**config.mk**
```make
export PLATFORM = sky130hd
export DESIGN_NAME = uart_tx_frame_serializer
export DESIGN_NICKNAME = d
export VERILOG_FILES = /design/src/rtl/uart_pkg.sv /design/src/rtl/uart_tx_bit_timer.sv /design/src/rtl/uart_tx_frame_serializer.sv
export SDC_FILE = /design/constraint.sdc
export NUM_CORES = 1
export LEC_CHECK = 0
export BUFFER_PORTS_ARGS = -buffer_cell sky130_fd_sc_hd__buf_2
export CAP_MARGIN = 20
export CORE_ASPECT_RATIO = 1.5
export CORE_MARGIN = 4
export CORE_UTILIZATION = 50
export CTS_CLUSTER_SIZE = 12
export DETAILED_ROUTE_END_ITERATION = 8
export HOLD_SLACK_MARGIN = 0.15
export PLACE_DENSITY = 0.68
export SLEW_MARGIN = 15
export SYNTH_ARGS = -nofsm -noshare
export SYNTH_HDL_FRONTEND = slang
export SYNTH_SLANG_ARGS = --single-unit
```
**constraint.sdc**
```tcl
create_clock -name clk -period 6.33 [get_ports clk]
set_input_delay 1.266 -clock clk [delete_from_list [all_inputs] [get_ports clk]]
set_output_delay 1.266 -clock clk [all_outputs]
set_load 0.1 [all_outputs]
```
**src/rtl/uart_pkg.sv**
```systemverilog
// Shared UART definitions: frame state encoding and line/parity levels.
package uart_pkg;

    typedef enum logic [2:0] {
        IDLE,
        START,
        DATA,
        PARITY,
        STOP
    } state_e;

    localparam logic PAR_EVEN    = 1'b0;
    localparam logic PAR_ODD     = 1'b1;
    localparam logic IDLE_LEVEL  = 1'b1;
    localparam logic START_LEVEL = 1'b0;

endpackage

```
**src/rtl/uart_tx_bit_timer.sv**
```systemverilog
// Bit timing for the UART transmitter: a per-bit cycle counter and a data-bit index.
module uart_tx_bit_timer #(
    parameter int DATA_WIDTH = 8,
    parameter int CNT_W      = 3
) (
    input  logic             clk,
    input  logic             rst,
    input  logic             en_i,
    input  logic [4:0]       prescale_i,
    input  logic             bit_adv_i,
    output logic             bit_done_o,
    output logic [CNT_W-1:0] bit_cnt_o
);

    logic [4:0]       edge_cnt_q, edge_cnt_d;
    logic [CNT_W-1:0] bit_cnt_q, bit_cnt_d;

    // prescale_i is already clamped to >= 1 by the caller, so P-1 never underflows
    assign bit_done_o = en_i && (edge_cnt_q == 5'(prescale_i - 5'd1));
    assign bit_cnt_o  = bit_cnt_q;

    always_comb begin
        edge_cnt_d = edge_cnt_q;
        bit_cnt_d  = bit_cnt_q;
        if (!en_i) begin
            edge_cnt_d = '0;
            bit_cnt_d  = '0;
        end else begin
            edge_cnt_d = bit_done_o ? 5'd0 : 5'(edge_cnt_q + 5'd1);
            if (bit_done_o && bit_adv_i) begin
                bit_cnt_d = (bit_cnt_q == CNT_W'(DATA_WIDTH - 1)) ? '0
                                                                   : CNT_W'(bit_cnt_q + 1'b1);
            end
        end
    end

    always_ff @(posedge clk) begin
        if (rst) begin
            edge_cnt_q <= '0;
            bit_cnt_q  <= '0;
        end else begin
            edge_cnt_q <= edge_cnt_d;
            bit_cnt_q  <= bit_cnt_d;
        end
    end

endmodule

```
**src/rtl/uart_tx_frame_serializer.sv**
```systemverilog
// UART transmitter: latches one word plus line config, then shifts out
// start / data (LSB first) / optional parity / stop with registered outputs.
module uart_tx_frame_serializer
    import uart_pkg::*;
#(
    parameter int DATA_WIDTH = 8
) (
    input  logic                  clk,
    input  logic                  rst,
    input  logic [4:0]            prescale,
    input  logic                  par_en,
    input  logic                  par_typ,
    input  logic [DATA_WIDTH-1:0] p_data,
    input  logic                  data_valid,
    output logic                  tx_out,
    output logic                  busy
);

    localparam int CNT_W = $clog2(DATA_WIDTH);

    state_e                state_q, state_d;
    logic [DATA_WIDTH-1:0] data_q, data_d;
    logic [4:0]            prescale_q, prescale_d;
    logic                  par_en_q, par_en_d;
    logic                  parity_q, parity_d;
    logic                  tx_q, tx_d;
    logic                  busy_q, busy_d;

    logic                  bit_done;
    logic [CNT_W-1:0]      bit_cnt;
    logic [CNT_W-1:0]      nxt_idx;

    uart_tx_bit_timer #(
        .DATA_WIDTH (DATA_WIDTH),
        .CNT_W      (CNT_W)
    ) u_timer (
        .clk        (clk),
        .rst        (rst),
        .en_i       (state_q != IDLE),
        .prescale_i (prescale_q),
        .bit_adv_i  (state_q == DATA),
        .bit_done_o (bit_done),
        .bit_cnt_o  (bit_cnt)
    );

    always_comb begin
        state_d    = state_q;
        data_d     = data_q;
        prescale_d = prescale_q;
        par_en_d   = par_en_q;
        parity_d   = parity_q;
        nxt_idx    = bit_cnt;
        case (state_q)
            IDLE: begin
                if (data_valid) begin
                    state_d    = START;
                    data_d     = p_data;
                    prescale_d = (prescale == 5'd0) ? 5'd1 : prescale;
                    par_en_d   = par_en;
                    parity_d   = (^p_data) ^ (par_typ == PAR_ODD);
                end
            end
            START:  if (bit_done) state_d = DATA;
            DATA: begin
                if (bit_done) begin
                    if (bit_cnt == CNT_W'(DATA_WIDTH - 1)) state_d = par_en_q ? PARITY : STOP;
                    else                                   nxt_idx = CNT_W'(bit_cnt + 1'b1);
                end
            end
            PARITY: if (bit_done) state_d = STOP;
            STOP:   if (bit_done) state_d = IDLE;
            default: state_d = IDLE;
        endcase

        // The line level is computed for the state being entered so tx_out can stay a flop.
        case (state_d)
            START:   tx_d = START_LEVEL;
            DATA:    tx_d = data_q[nxt_idx];
            PARITY:  tx_d = parity_q;
            default: tx_d = IDLE_LEVEL;
        endcase
        busy_d = (state_d != IDLE);
    end

    always_ff @(posedge clk) begin
        if (rst) begin
            state_q    <= IDLE;
            data_q     <= '0;
            prescale_q <= '0;
            par_en_q   <= 1'b0;
            parity_q   <= 1'b0;
            tx_q       <= IDLE_LEVEL;
            busy_q     <= 1'b0;
        end else begin
            state_q    <= state_d;
            data_q     <= data_d;
            prescale_q <= prescale_d;
            par_en_q   <= par_en_d;
            parity_q   <= parity_d;
            tx_q       <= tx_d;
            busy_q     <= busy_d;
        end
    end

    assign tx_out = tx_q;
    assign busy   = busy_q;

endmodule

```
=== Word level (Yosys, flattened, before mapping) ===
Index checks and enable logic that the tools add are counted.

* $add $sub $neg: 3
* $lt $le $gt $ge: 1
* Eq/ne operators: 9
* Mux-type cells: 16
* Bitwise logic cells: 2
* Reductions and logical operators: 10

{| class="wikitable"
|+ Operators by type and width
! cell !! count
|-
| two-way mux 3 bit || 11
|-
| case mux 3 bit (5 select lines) || 1
|-
| equality test 3 x 2 -> 1 bit (second input constant) || 4
|-
| parity 8 bit || 1
|-
| equality test 3 x 1 -> 1 bit (second input constant) || 2
|-
| equality test 3 bit (second input constant) || 2
|-
| nonzero test 3 bit || 2
|-
| adder 5 x 1 -> 5 bit (second input constant) || 1
|-
| equality test 5 bit || 1
|-
| zero test 5 bit || 1
|-
| two-way mux 5 bit || 1
|-
| subtractor 5 x 1 -> 5 bit (second input constant) || 1
|-
| less-than comparator 3 x 4 -> 1 bit (second input constant) || 1
|-
| adder 3 x 1 -> 3 bit (second input constant) || 1
|-
| binary-select mux 1 bit (select 3 bit) || 1
|-
| zero test 3 bit || 1
|-
| case mux 1 bit (3 select lines) || 1
|-
| OR reduction 3 bit || 1
|-
| logical AND 1 bit || 2
|-
| AND reduction 2 bit || 1
|-
| OR reduction 2 bit || 1
|-
| two-way mux 1 bit || 1
|-
| inverter 1 bit || 1
|-
| bitwise XOR 1 bit || 1
|}

* Register bits: 28
* Bits of input ports: 18
* Output and inout bits: 2
* Word-level logic and storage cells: 50

=== Logic depth before layout (Yosys ltp) ===
Gate-level depths: netlist (run 1).

* Depth in word-level cells: 8
* Mapped depth: 10
* Mapped depth without buffers: 10

=== By module ===
From an unflattened synthesis (run 1), not the netlist that was laid out.

* Cell total of the unflattened synthesis: 172
* Area, all modules: 1,607.8 sq um

{| class="wikitable"
|+ By module, submodules not included
! module !! instances !! cells each !! area each (sq um) !! seq. area each (sq um)
|-
| uart_tx_frame_serializer || 1 || 121 || 1,106.1 || 400.4
|-
| uart_tx_bit_timer || 1 || 51 || 501.7 || 160.2
|}

=== Worst setup path before layout (run 1) ===
Ideal clock, no wire load.

* Path type: reg2reg
* Start: reg prescale_q[0]
* End: reg tx_q (netlist: tx_out)
* Library setup time: 125 ps
* Arrival: 2,251 ps
* Required time: 6,205 ps
* Path slack: 3,953 ps
* Stages on the path, launching flop included: 11
* Buffers on the path: 0
* Period minus slack after synthesis: 2,377 ps
* Path through: dfxtp_1 -> inv_1 -> ha_1 -> xnor2_1 -> o2bb2ai_1 -> a211oi_4 -> nand4_4 -> mux2_4 -> a211o_1 -> a31oi_1 -> a31oi_1

* Cells in the longest elaborated chain, start to end: 8
* Elaborated cells between the ends (all ways): 16
* Those cells by class: add/sub: 1; eq/ne: 4; mux: 10; reduce/logical: 1

{| class="wikitable"
|+ RTL lines
! element !! RTL line !! RTL
|-
| start: declaration || uart_tx_frame_serializer.sv:23 || <nowiki>logic [4:0] prescale_q, prescale_d;</nowiki>
|-
| start signal: assignment || uart_tx_frame_serializer.sv:97 || <nowiki>prescale_q <= prescale_d;</nowiki>
|-
| subtractor 5 x 1 -> 5 bit (*) || uart_tx_bit_timer.sv:19 || <nowiki>assign bit_done_o = en_i && (edge_cnt_q == 5'(prescale_i - 5'd1));</nowiki>
|-
| equality test 5 bit (*) || uart_tx_bit_timer.sv:19 ||
|-
| logical AND 1 bit (*) || uart_tx_bit_timer.sv:19 ||
|-
| two-way mux 3 bit || uart_tx_frame_serializer.sv:65 || <nowiki>if (bit_done) begin</nowiki>
|-
| two-way mux 3 bit || uart_tx_frame_serializer.sv:53 || <nowiki>case (state_q)</nowiki>
|-
| binary-select mux 1 bit (select 3 bit) || uart_tx_frame_serializer.sv:78 || <nowiki>DATA: tx_d = data_q[nxt_idx];</nowiki>
|-
| two-way mux 1 bit (not written as such) || uart_tx_frame_serializer.sv:78 ||
|-
| case mux 1 bit (3 select lines) (*) || uart_tx_frame_serializer.sv:76 || <nowiki>case (state_d)</nowiki>
|-
| end signal: assignment || uart_tx_frame_serializer.sv:100 || <nowiki>tx_q <= tx_d;</nowiki>
|-
| end: declaration || uart_tx_frame_serializer.sv:26 || <nowiki>logic tx_q, tx_d;</nowiki>
|}

Every way passes the cells marked *; elsewhere a longest branch is shown, timed or not. The select of a mux whose other input is x is not followed.
A chain may end at the register's enable or synchronous reset.

=== Worst setup path after layout (run 1) ===
Same ends and word-level chain as after synthesis.

==> results of run 1 <==
[cells in the mapped netlist (all sizes together) (3+ instances only)]
| cell type | number |
|---|---|
| a211oi | 3 |
| a21oi | 21 |
| a31oi | 3 |
| and3 | 3 |
| clkbuf | 3 |
| dfxtp | 28 |
| ha | 6 |
| inv | 10 |
| nand2 | 33 |
| nand3 | 7 |
| nor2 | 16 |
| nor3 | 4 |
| o21ai | 6 |
| xnor2 | 11 |
| xor2 | 6 |
[logic make-up (layout without fill, tap and decap cells)]
kind of cell	after synthesis	in the layout	synth area share, %
compound gates	44	44	18.7
simple gates	73	73	23.1
buf+inv	15	33	4.22
flops	28	28	37.1
xor+xnor	17	17	10.3
mux	2	2	1.65
fa+ha+maj	6	6	4.96
[worst min-delay path by stage]
stage | slack [ns] | endpoint
2_1_floorplan | 0.43 | parity_q$_SDFFE_PP0P_
6_report | 0.46 | data_q[5]$_SDFFE_PP0P_
4_1_cts | 0.46 | data_q[5]$_SDFFE_PP0P_
3_3_place_gp | 0.45 | data_q[3]$_SDFFE_PP0P_
5_1_grt | 0.49 | data_q[7]$_SDFFE_PP0P_
3_5_place_dp | 0.45 | data_q[5]$_SDFFE_PP0P_
[cell type report]
class | instances | area share (%)
Clock buffer | 3 | 2.43
Clock inverter | 1 | 1.76
Inverter | 10 | 2.21
Multi-Input combinational cell | 142 | 52.2
Sequential cell | 28 | 32.9
Tap cell | 39 | 2.87
Timing Repair Buffer | 19 | 5.59
[stage by stage]
| step | setup slack (ns) | power, mW | hold WS (ns) | utilization, % |
|---|---|---|---|---|
| after floorplan | 3.95 | 0.242 | 0.429 | - |
| after global placement | 3.83 | 0.256 | 0.448 | 56.0 |
| after detailed placement | 3.71 | 0.259 | 0.448 | 56.0 |
| after CTS | 3.67 | 0.399 | 0.463 | 58.4 |
| after global routing | 3.50 | 0.411 | 0.491 | 58.4 |
| final | 3.67 | 0.394 | 0.459 | 58.4 |
[worst reg2reg max path, delay by kind of cell, from the launching register on]
family | cells | cell delay (ns)
xor gates and xnor gates | 1 | 0.17
adders and majority gates | 1 | 0.31
DFF | 1 | 0.40
muxes | 1 | 0.35
and+or+nand+nor | 1 | 0.16
AOI/OAI and AO/OA | 5 | 1.08
buffers and inverters | 1 | 0.08
[where the power goes]
| part | total [mW] | switching [mW] | internal, mW | leakage, nW |
|---|---|---|---|---|
| registers | 0.191 | 0.00652 | 0.185 | 0.229 |
| clock network | 0.140 | 0.0555 | 0.0847 | 0.0357 |
| logic | 0.0627 | 0.0381 | 0.0246 | 0.397 |
[registers in the layout, summed over array words and instances (netlist names)]
signal,flops
parity_q,1
tx_out,1
busy,1
u_timer.bit_cnt_o,3
prescale_q,5
data_q,8
state_q,3
u_timer.edge_cnt_q,5
par_en_q,1
[layer usage]
metal,GRT usage [%],vias to the layer above,part of all wire [%]
met1,20.0,618,38
li1,-,665,-
met3,2.35,4,3.1
met4,7.39,0,1.3
met5,0,-,0
met2,37.8,23,58
==> flow_summary.yaml, run 1 <==
status:
  outcome: "complete, no violations"
worst_setup_path:
  regToRegStartpoint: "prescale_q[0]$_SDFFE_PP0P_"
  timing.rr.end: "tx_out$_SDFF_PP1_"
  worst_path_dominant_cell_family: "compound AO/OA/AOI/OAI gates"
  endpoint: "tx_out$_SDFF_PP1_"
  cp-end-kind: "flip-flop"
  worstSetupPathDepth: 10
  worstSetupPathType: "flip-flop to flip-flop"
  cp_slowest_cell: "sky130_fd_sc_hd__dfxtp_1"
  crit_path_cell_trace: "inv_1 > ha_1 > xor2_1 > o211ai_1 > a211oi_4 > nand4_4 > mux2_4 > a211o_1 > a31oi_1 > a31oi_1"
  reg2reg_setup_slack_ns: 3.67
  timing.critical_path.required_ns: 6.49
  worst-path-max-fanout: 7
  critical_path_buf_inv_count: 1
  critical-path-max-stage-delay_ns: 0.40
  crit_path_start: "prescale_q[0]$_SDFFE_PP0P_"
  timing.critical_path.from_type: "flip-flop"
  cp_common_cell: "sky130_fd_sc_hd__a31oi_1"
  worstPathArrival_ns: 2.83
  worst_r2r_path_depth: 10
cts:
  clock_insertion_delay_worst_skew_ns: 0.28
  htree_levels: 1
  tritoncts: "built"
  cts.root.buffer_cell: "sky130_fd_sc_hd__clkbuf_8"
  cts_post_setup_buffers_inserted: 0
  cts_hold_repair.buffers: 0
  cts_buffer_count: 3
  clock_tree_buffer_depth: 2
  cts.clk_slew.worst_paths_ns: 0.10
  cts.sink_count: 28
  post_cts.resized_instances: 0
logic_synthesis:
  synth_sequential_area_ratio_pct: 37.1
  ys_ff_latch: 28
  synth_area_leaders: "sky130_fd_sc_hd__dfxtp_1 37%, sky130_fd_sc_hd__nand2_1 8.2%, sky130_fd_sc_hd__a21oi_1 6.9%"
  synth_async_sr_flop_share_pct: 0
  yosysWarnings: 0
  synth_enable_flop_cells: 0
  netlist.area_leader.share_pct: 37.1
  avgSynthCellArea_um2: 8.18
  post_synthesis_cell_area_mm2: 0.00151
  postSynthCellCount: 185
  yosys.cell_types.count: 43
  synthesis.nets: 209
  synth.largest_area_cell: "sky130_fd_sc_hd__dfxtp_1"
  postSynth.topFlopCell: "sky130_fd_sc_hd__dfxtp_1"
sta:
  worst_clock_skew_ns: 0.00749
  min_period_over_period_pct: 42.1
  tightestPinTransition_ns: 0.697
  timing.final.setup_violations: 0
  slew_headroom_pct: 53.5
  setup-tns-final_ns: 0
  grt_setup_unrepaired: "false"
  final_hold_viol_count: 0
  maxClockFrequency_mhz: 375
  final-max-slew-violation-count: 0
  layout_min_cycle_time_ns: 2.66
pwr:
  ir_drop_mv: 0.181
  cellLeakagePower_nw: 0.662
  power-per-cell-area_mw_per_mm2: 232
placement:
  post_dp_cell_area_mm2: 0.00163
  gp_congestion: 0.906
  placedCellCount: 238
  dp_hpwl_um: 2510
  port_buffers: 19
final_layout:
  num_antenna_cells: 0
  area_growth_syn_to_layout_pct: 12.5
  layout_commonest_cell: "sky130_fd_sc_hd__nand2_1"
  multi_input_area_um2: 888
  post-route-cell-area_mm2: 0.00170
  design.final.nets: 228
  fin_cells: 242
  most-common-layout-cells: "33 x sky130_fd_sc_hd__nand2_1, 28 x sky130_fd_sc_hd__dfxtp_1, 21 x sky130_fd_sc_hd__a21oi_1, 19 x sky130_fd_sc_hd__buf_2, 16 x sky130_fd_sc_hd__nor2_1"
  drive_gt1_share_pct: 15.8
  sequential_cell_area_um2: 561
  fillerInstances: 276
global_routing:
  grt_start_max_net_pins: 19
  number_of_global_route_vias_before_repair: 1324
  gr-usage-all-layers_pct: 19.2
  grt_antenna_before_repair: 0
  grt_overflow: 0
  wire_length_of_the_first_global_routing_pass_um: 5680
routing:
  drtAntennaViolNets: 0
  vias_per_cell: 5.41
  wire_per_inst_um: 13.5
  detail_route.drc_violations: 0
  via_count: 1310
  drtIter0Drc: 22
  detail_route.first_pass.iterations: 4
  detail_route.wirelength_um: 3270
min_path:
  timing.hold.worst.class: "flip-flop to flip-flop"
  hold_depth: 2
  hold_path_start: "data_q[5]$_SDFFE_PP0P_"
die:
  initial_utilization_pct: 51.9
  die_width_um: 52.9
  num_io_pins: 20
  core-area_mm2: 0.00291
  die_height_um: 75.4
  placementRows: 24
  design.die.area_mm2: 0.00399
job:
  cap_viol_max_count: 0
No activity file was read; power rests on OpenSTA's default activity.
==> run 2, diff against run 1 <==
--- a/config.mk
+++ b/config.mk
@@ -13,7 +13,7 @@
 export CTS_CLUSTER_SIZE = 12
 export DETAILED_ROUTE_END_ITERATION = 8
 export HOLD_SLACK_MARGIN = 0.15
-export PLACE_DENSITY = 0.68
+export PLACE_DENSITY = 0.7
 export SLEW_MARGIN = 15
 export SYNTH_ARGS = -nofsm -noshare
 export SYNTH_HDL_FRONTEND = slang
==> constraint.sdc (replaced) <==
create_clock -name clk -period 2.2 [get_ports clk]
set_input_delay 0.44 -clock clk [delete_from_list [all_inputs] [get_ports clk]]
set_output_delay 0.44 -clock clk [all_outputs]
set_load 0.1 [all_outputs]
==> run 2 against run 1 <==
  * The flow now finishes with violations (negative setup slack)
  * Count of clock-buffer cells in the layout is the same
  * Cell count grew 6.6%
  * Sequential power grew to 2.9 times the previous value
  * Sequential share of layout area shrank 2.0 points
==> flow_summary.yaml, run 2 (synthesized netlist as in run 1, its figures left out) <==
status:
  outcome: "finished, violations left"
  violated_checks: "negative setup slack"
global_routing:
  grt_overflow: 0
  grt_start_max_net_pins: 19
  grt_antenna_before_repair: 0
  gr-usage-all-layers_pct: 19.9
  wire_length_of_the_first_global_routing_pass_um: 5940
  number_of_global_route_vias_before_repair: 1415
pwr:
  ir_drop_mv: 0.448
  share_clk_of_total_power_pct: 26.1
  power-per-cell-area_mw_per_mm2: 561
  power.internal_mw: 0.745
  switching_share_pct: 27.2
  cellLeakagePower_nw: 0.733
  share_comb_of_total_power_pct: 20.1
  power.switching_mw: 0.278
  post_layout_total_power_mw: 1.02
  power_frac_seq_pct: 53.8
sta:
  layout_min_cycle_time_ns: 2.35
  timing.final.setup_violations: 1
  grt_setup_unrepaired: "true"
  maxClockFrequency_mhz: 425
  slew_headroom_pct: 63.5
  setup_slack_ns: -0.151
  worst_clock_skew_ns: 0.00331
  tightestPinTransition_ns: 0.545
  final-max-slew-violation-count: 0
  final_hold_viol_count: 0
  setup-tns-final_ns: -0.151
  min_period_over_period_pct: 107
die:
  die_height_um: 75.4
  core-area_mm2: 0.00291
  design.die.area_mm2: 0.00399
  initial_utilization_pct: 51.9
  die_width_um: 52.9
  placementRows: 24
  num_io_pins: 20
final_layout:
  largest_register_ffs: 8
  design.final.nets: 245
  most-common-layout-cells: "33 x sky130_fd_sc_hd__nand2_1, 26 x sky130_fd_sc_hd__dfxtp_1, 21 x sky130_fd_sc_hd__a21oi_1, 19 x sky130_fd_sc_hd__buf_2, 17 x sky130_fd_sc_hd__buf_4"
  drive_gt1_share_pct: 25.1
  top_regs: "data_q (8), prescale_q (5), u_timer.edge_cnt_q (5)"
  num_antenna_cells: 0
  layout_commonest_cell: "sky130_fd_sc_hd__nand2_1"
  area_growth_syn_to_layout_pct: 20.4
  top_register: "data_q"
worst_setup_path:
  cp-end-kind: "flip-flop"
  worstSetupPathType: "flip-flop to flip-flop"
  crit_path_cell_trace: "inv_2 > ha_4 > xor2_1 > o211ai_1 > a211o_2 > or3_1 > and3_2 > o21ai_0 > a31oi_1"
  critical-path-max-stage-delay_ns: 0.39
  worst-path-max-fanout: 5
  timing.critical_path.required_ns: 2.35
  cp_slowest_cell: "sky130_fd_sc_hd__or3_1"
  worstPathArrival_ns: 2.50
  timing.critical_path.from_type: "flip-flop"
  critical_path_buf_inv_count: 1
  worst_path_dominant_cell_family: "compound AO/OA/AOI/OAI gates"
routing:
  detail_route.first_pass.iterations: 4
  detail_route.drc_violations: 0
  detail_route.wirelength_um: 3450
  drtIter0Drc: 18
  via_count: 1398
  drtAntennaViolNets: 0
  wire_per_inst_um: 13.4
  vias_per_cell: 5.42
cts:
  tritoncts: "built"
  cts.clk_slew.worst_paths_ns: 0.09
  clock_insertion_delay_worst_skew_ns: 0.26
  clock_tree_buffer_depth: 2
  cts.root.buffer_cell: "sky130_fd_sc_hd__clkbuf_8"
  cts_buffer_count: 3
  cts.sink_count: 28
  htree_levels: 1
placement:
  gp_congestion: 1.00
  dp_hpwl_um: 2790
  port_buffers: 19
  dp_slack_ns: -0.157
job:
  cap_viol_max_count: 0
min_path:
  timing.hold.worst.class: "input port to flip-flop"
-- run 2: cell types whose count changed in the layout (fill, tap and decap cells not counted), sizes merged --
cell and delta:
bufinv -1, buf +17
-- run 2: per-stage QoR --
stage | std cells | util [%] | hold slack [ns] | instance area (um^2)
2_1_floorplan | 185 | - | 0.429 | 1520
3_3_place_gp | 255 | 60.4 | 0.445 | 1760
3_5_place_dp | 255 | 60.4 | 0.454 | 1760
4_1_cts | 258 | 62.3 | 0.411 | 1810
5_1_grt | 258 | 62.5 | 0.417 | 1820
6_report | 258 | 62.5 | 0.412 | 1820
-- run 2: worst paths after layout --
path | from | slack, ns | depth (start not counted) | end
setup / recovery | prescale_q[0]$_SDFFE_PP0P_ | -0.15 | 9 | tx_out$_SDFF_PP1_
hold / removal | par_en | 0.41 | 3 | par_en_q$_SDFFE_PP0P_
setup reg to reg | prescale_q[0]$_SDFFE_PP0P_ | -0.15 | 9 | tx_out$_SDFF_PP1_
hold reg to reg | parity_q$_SDFFE_PP0P_ | 0.46 | 2 | parity_q$_SDFFE_PP0P_
-- run 2: power groups by stage --
stage                     combinational [mW]  clock (mW)  sequential [mW]
final                                  0.206       0.266            0.550
after global routing                   0.227       0.294            0.554
after CTS                              0.206       0.275            0.550
after detailed placement               0.200           0            0.562
after global placement                 0.195           0            0.562
after floorplan                        0.117           0            0.580
-- run 2: timing repair --
item | 4_1_cts | 5_1_grt
setup buffers | 0 | 0
gates resized for setup | 2 | 3
setup endpoints to repair | 1 | 2
hold buffers | 0 | 0
-- run 2: layout make-up --
class | count | area, um^2
inverter | 10 | 37.5
timing repair buffer | 36 | 223
clock buffer | 3 | 41.3
fill | 283 | 1090
multi-input combinational | 142 | 908
sequential | 28 | 563
tap | 39 | 48.8
-- run 2: metal layers --
layer  vias up  global-route usage, %  part of all wire (%)
met5         -                      0                     0
met3         8                   2.15                   3.4
met2        27                   39.0                    56
met1       662                   20.5                    39
li1        701                      -                     -
met4         0                   9.09                   2.1
-- run 2: worst reg2reg max path, stage by stage, from the launching register on --
cell                       delay (ns)
sky130_fd_sc_hd__dfxtp_2         0.35
sky130_fd_sc_hd__inv_2           0.05
sky130_fd_sc_hd__ha_4            0.26
sky130_fd_sc_hd__xor2_1          0.14
sky130_fd_sc_hd__o211ai_1        0.17
sky130_fd_sc_hd__a211o_2         0.36
sky130_fd_sc_hd__or3_1           0.39
sky130_fd_sc_hd__and3_2          0.25
sky130_fd_sc_hd__o21ai_0         0.17
sky130_fd_sc_hd__a31oi_1         0.10
==> run 3, diff against run 2 <==
--- a/config.mk
+++ b/config.mk
@@ -8,7 +8,6 @@
 export BUFFER_PORTS_ARGS = -buffer_cell sky130_fd_sc_hd__buf_2
 export CAP_MARGIN = 20
 export CORE_ASPECT_RATIO = 1.5
-export CORE_MARGIN = 4
 export CORE_UTILIZATION = 50
 export CTS_CLUSTER_SIZE = 12
 export DETAILED_ROUTE_END_ITERATION = 8
==> run 3 against run 2 <==
  * The flow still finishes with violations (negative setup slack)
  * Total power up 4.8%
  * Die area down 18%
  * Maximum frequency up 0.23%
  * Wire length up 4.2%
  * Count of clock-buffer cells in the layout up 1
  * Critical path depth up 1
  * Clock power up 18%
  * Cell area up 2.7%
  * Setup slack better by 0.0055 ns
  * Non-clock buffer count up 1
  * Global-route usage up 4.2 points
  * Worst hold slack worse by 0.013 ns
  * Largest cell class unchanged
==> flow_summary.yaml, run 3 (synthesized netlist as in run 1, its figures left out) <==
sta:
  timing.final.setup_violations: 2
  setup_slack_ns: -0.145
  layout_min_cycle_time_ns: 2.35
  whs_ns: 0.398
  final_hold_viol_count: 0
  worst_clock_skew_ns: 0.00349
  maxClockFrequency_mhz: 426
  min_period_over_period_pct: 107
  grt_setup_unrepaired: "true"
  slew_headroom_pct: 63.2
  tightestPinTransition_ns: 0.551
  setup-tns-final_ns: -0.149
  final-max-slew-violation-count: 0
cts:
  tritoncts: "built"
  clock_insertion_delay_worst_skew_ns: 0.27
  cts.sink_count: 28
  clock_tree_buffer_depth: 2
  cts.clk_slew.worst_paths_ns: 0.09
  cts_buffer_count: 3
  htree_levels: 1
  cts.root.buffer_cell: "sky130_fd_sc_hd__clkbuf_8"
pwr:
  share_comb_of_total_power_pct: 19.3
  power.internal_mw: 0.781
  power_frac_seq_pct: 51.5
  power-per-cell-area_mw_per_mm2: 573
  switching_share_pct: 27.1
  cellLeakagePower_nw: 0.748
  power.switching_mw: 0.291
  ir_drop_mv: 0.446
  share_clk_of_total_power_pct: 29.2
die:
  core-area_mm2: 0.00288
  design.die.area_mm2: 0.00325
  initial_utilization_pct: 52.5
  placementRows: 24
  die_width_um: 46.9
  num_io_pins: 20
  die_height_um: 69.4
final_layout:
  most-common-layout-cells: "33 x sky130_fd_sc_hd__nand2_1, 26 x sky130_fd_sc_hd__dfxtp_1, 20 x sky130_fd_sc_hd__a21oi_1, 19 x sky130_fd_sc_hd__buf_2, 18 x sky130_fd_sc_hd__buf_4"
  top_register: "data_q"
  num_antenna_cells: 0
  drive_gt1_share_pct: 29.0
  fin_cells: 260
  design.final.nets: 246
  area_growth_syn_to_layout_pct: 23.7
  top_regs: "data_q (8), prescale_q (5), u_timer.edge_cnt_q (5)"
  layout_commonest_cell: "sky130_fd_sc_hd__nand2_1"
  largest_register_ffs: 8
global_routing:
  grt_start_max_net_pins: 19
  wire_length_of_the_first_global_routing_pass_um: 5870
  gr-usage-all-layers_pct: 24.1
  grt_antenna_before_repair: 0
  grt_overflow: 0
  number_of_global_route_vias_before_repair: 1402
placement:
  placedCellCount: 254
  port_buffers: 19
  dp_hpwl_um: 2740
  gp_congestion: 0.836
min_path:
  timing.hold.worst.class: "input port to flip-flop"
worst_setup_path:
  worstPathArrival_ns: 2.50
  cp_slowest_cell: "sky130_fd_sc_hd__dfxtp_2"
  crit_path_cell_trace: "inv_2 > ha_4 > xor2_1 > o211ai_1 > a211oi_4 > nand4_4 > mux2_4 > a211o_1 > a31oi_1 > a31oi_1"
  timing.critical_path.from_type: "flip-flop"
  critical-path-max-stage-delay_ns: 0.34
  timing.rr.end: "tx_out$_SDFF_PP1_"
  worstSetupPathType: "flip-flop to flip-flop"
  cp-end-kind: "flip-flop"
  cp_common_cell: "sky130_fd_sc_hd__a31oi_1"
  crit_path_start: "prescale_q[0]$_SDFFE_PP0P_"
  worst_r2r_path_depth: 10
  endpoint: "tx_out$_SDFF_PP1_"
  worst-path-max-fanout: 3
  timing.critical_path.required_ns: 2.36
  reg2reg_setup_slack_ns: -0.15
  regToRegStartpoint: "prescale_q[0]$_SDFFE_PP0P_"
routing:
  via_count: 1416
  detail_route.wirelength_um: 3600
  detail_route.first_pass.iterations: 4
  wire_per_inst_um: 13.8
  drtAntennaViolNets: 0
  vias_per_cell: 5.45
  detail_route.drc_violations: 0
  drtIter0Drc: 57
status:
  violated_checks: "negative setup slack"
  outcome: "finished, violations left"
job:
  cap_viol_max_count: 0
==> run 3: how the worst min path moves through the flow <==
| stage | start | end | slack, ns | cells past startpoint |
|---|---|---|---|---|
| after floorplan | parity_q$_SDFFE_PP0P_ | parity_q$_SDFFE_PP0P_ | 0.43 | 2 |
| after global placement | data_q[5]$_SDFFE_PP0P_ | data_q[5]$_SDFFE_PP0P_ | 0.45 | 2 |
| after detailed placement | data_q[1]$_SDFFE_PP0P_ | data_q[1]$_SDFFE_PP0P_ | 0.45 | 2 |
| after CTS | par_en | par_en_q$_SDFFE_PP0P_ | 0.39 | 3 |
| after global routing | par_en | par_en_q$_SDFFE_PP0P_ | 0.40 | 3 |
| final | par_en | par_en_q$_SDFFE_PP0P_ | 0.40 | 3 |
==> run 3: cell type report <==
class	instances	area, um^2
Multi-Input combinational cell	142	936
Fill cell	281	1010
Inverter	10	37.5
Clock buffer	4	55.1
Tap cell	39	48.8
Sequential cell	28	563
Timing Repair Buffer	37	230
==> run 3: timing repair <==
action / in CTS / in global routing
endpoints found under the setup margin: 1 / 5
pin swaps: 5 / 1
hold buffers: 0 / 0
resized for setup: 3 / 10
buffers inserted: 2 / 0
==> run 3: critical path: cells and delay by family, from the launching register on <==
family | cells | cell delay, ns
buffers and inverters | 1 | 0.05
adder cells (fa/ha/maj) | 1 | 0.25
AND/OR/NAND/NOR | 1 | 0.16
multiplexers | 1 | 0.33
AO/OA/AOI/OAI | 5 | 0.97
XOR/XNOR | 1 | 0.14
flip-flops | 1 | 0.34
==> run 3: power by group through the flow <==
stage	Combinational [mW]	Sequential, mW	Clock (mW)
after global placement	0.193	0.561	0
after detailed placement	0.198	0.563	0
after floorplan	0.117	0.580	0
after CTS	0.205	0.551	0.325
final	0.207	0.551	0.313
after global routing	0.225	0.556	0.347
==> run 3: stage by stage <==
stage	utilization (%)	total power, mW	instance area, um^2	setup slack (ns)
finish	64.9	1.07	1870	-0.145
global route	64.9	1.13	1870	-0.228
CTS	63.7	1.08	1840	-0.175
detailed placement	60.8	0.761	1750	-0.183
global placement	60.8	0.754	1750	-0.115
floorplan	-	0.698	1520	-0.0801
==> run 3: metal layers <==
layer / track usage (%) / routed length (um)
met5: 0 / 0
met3: 3.13 / 125
met1: 27.0 / 1450
met2: 42.3 / 1970
met4: 10.5 / 57
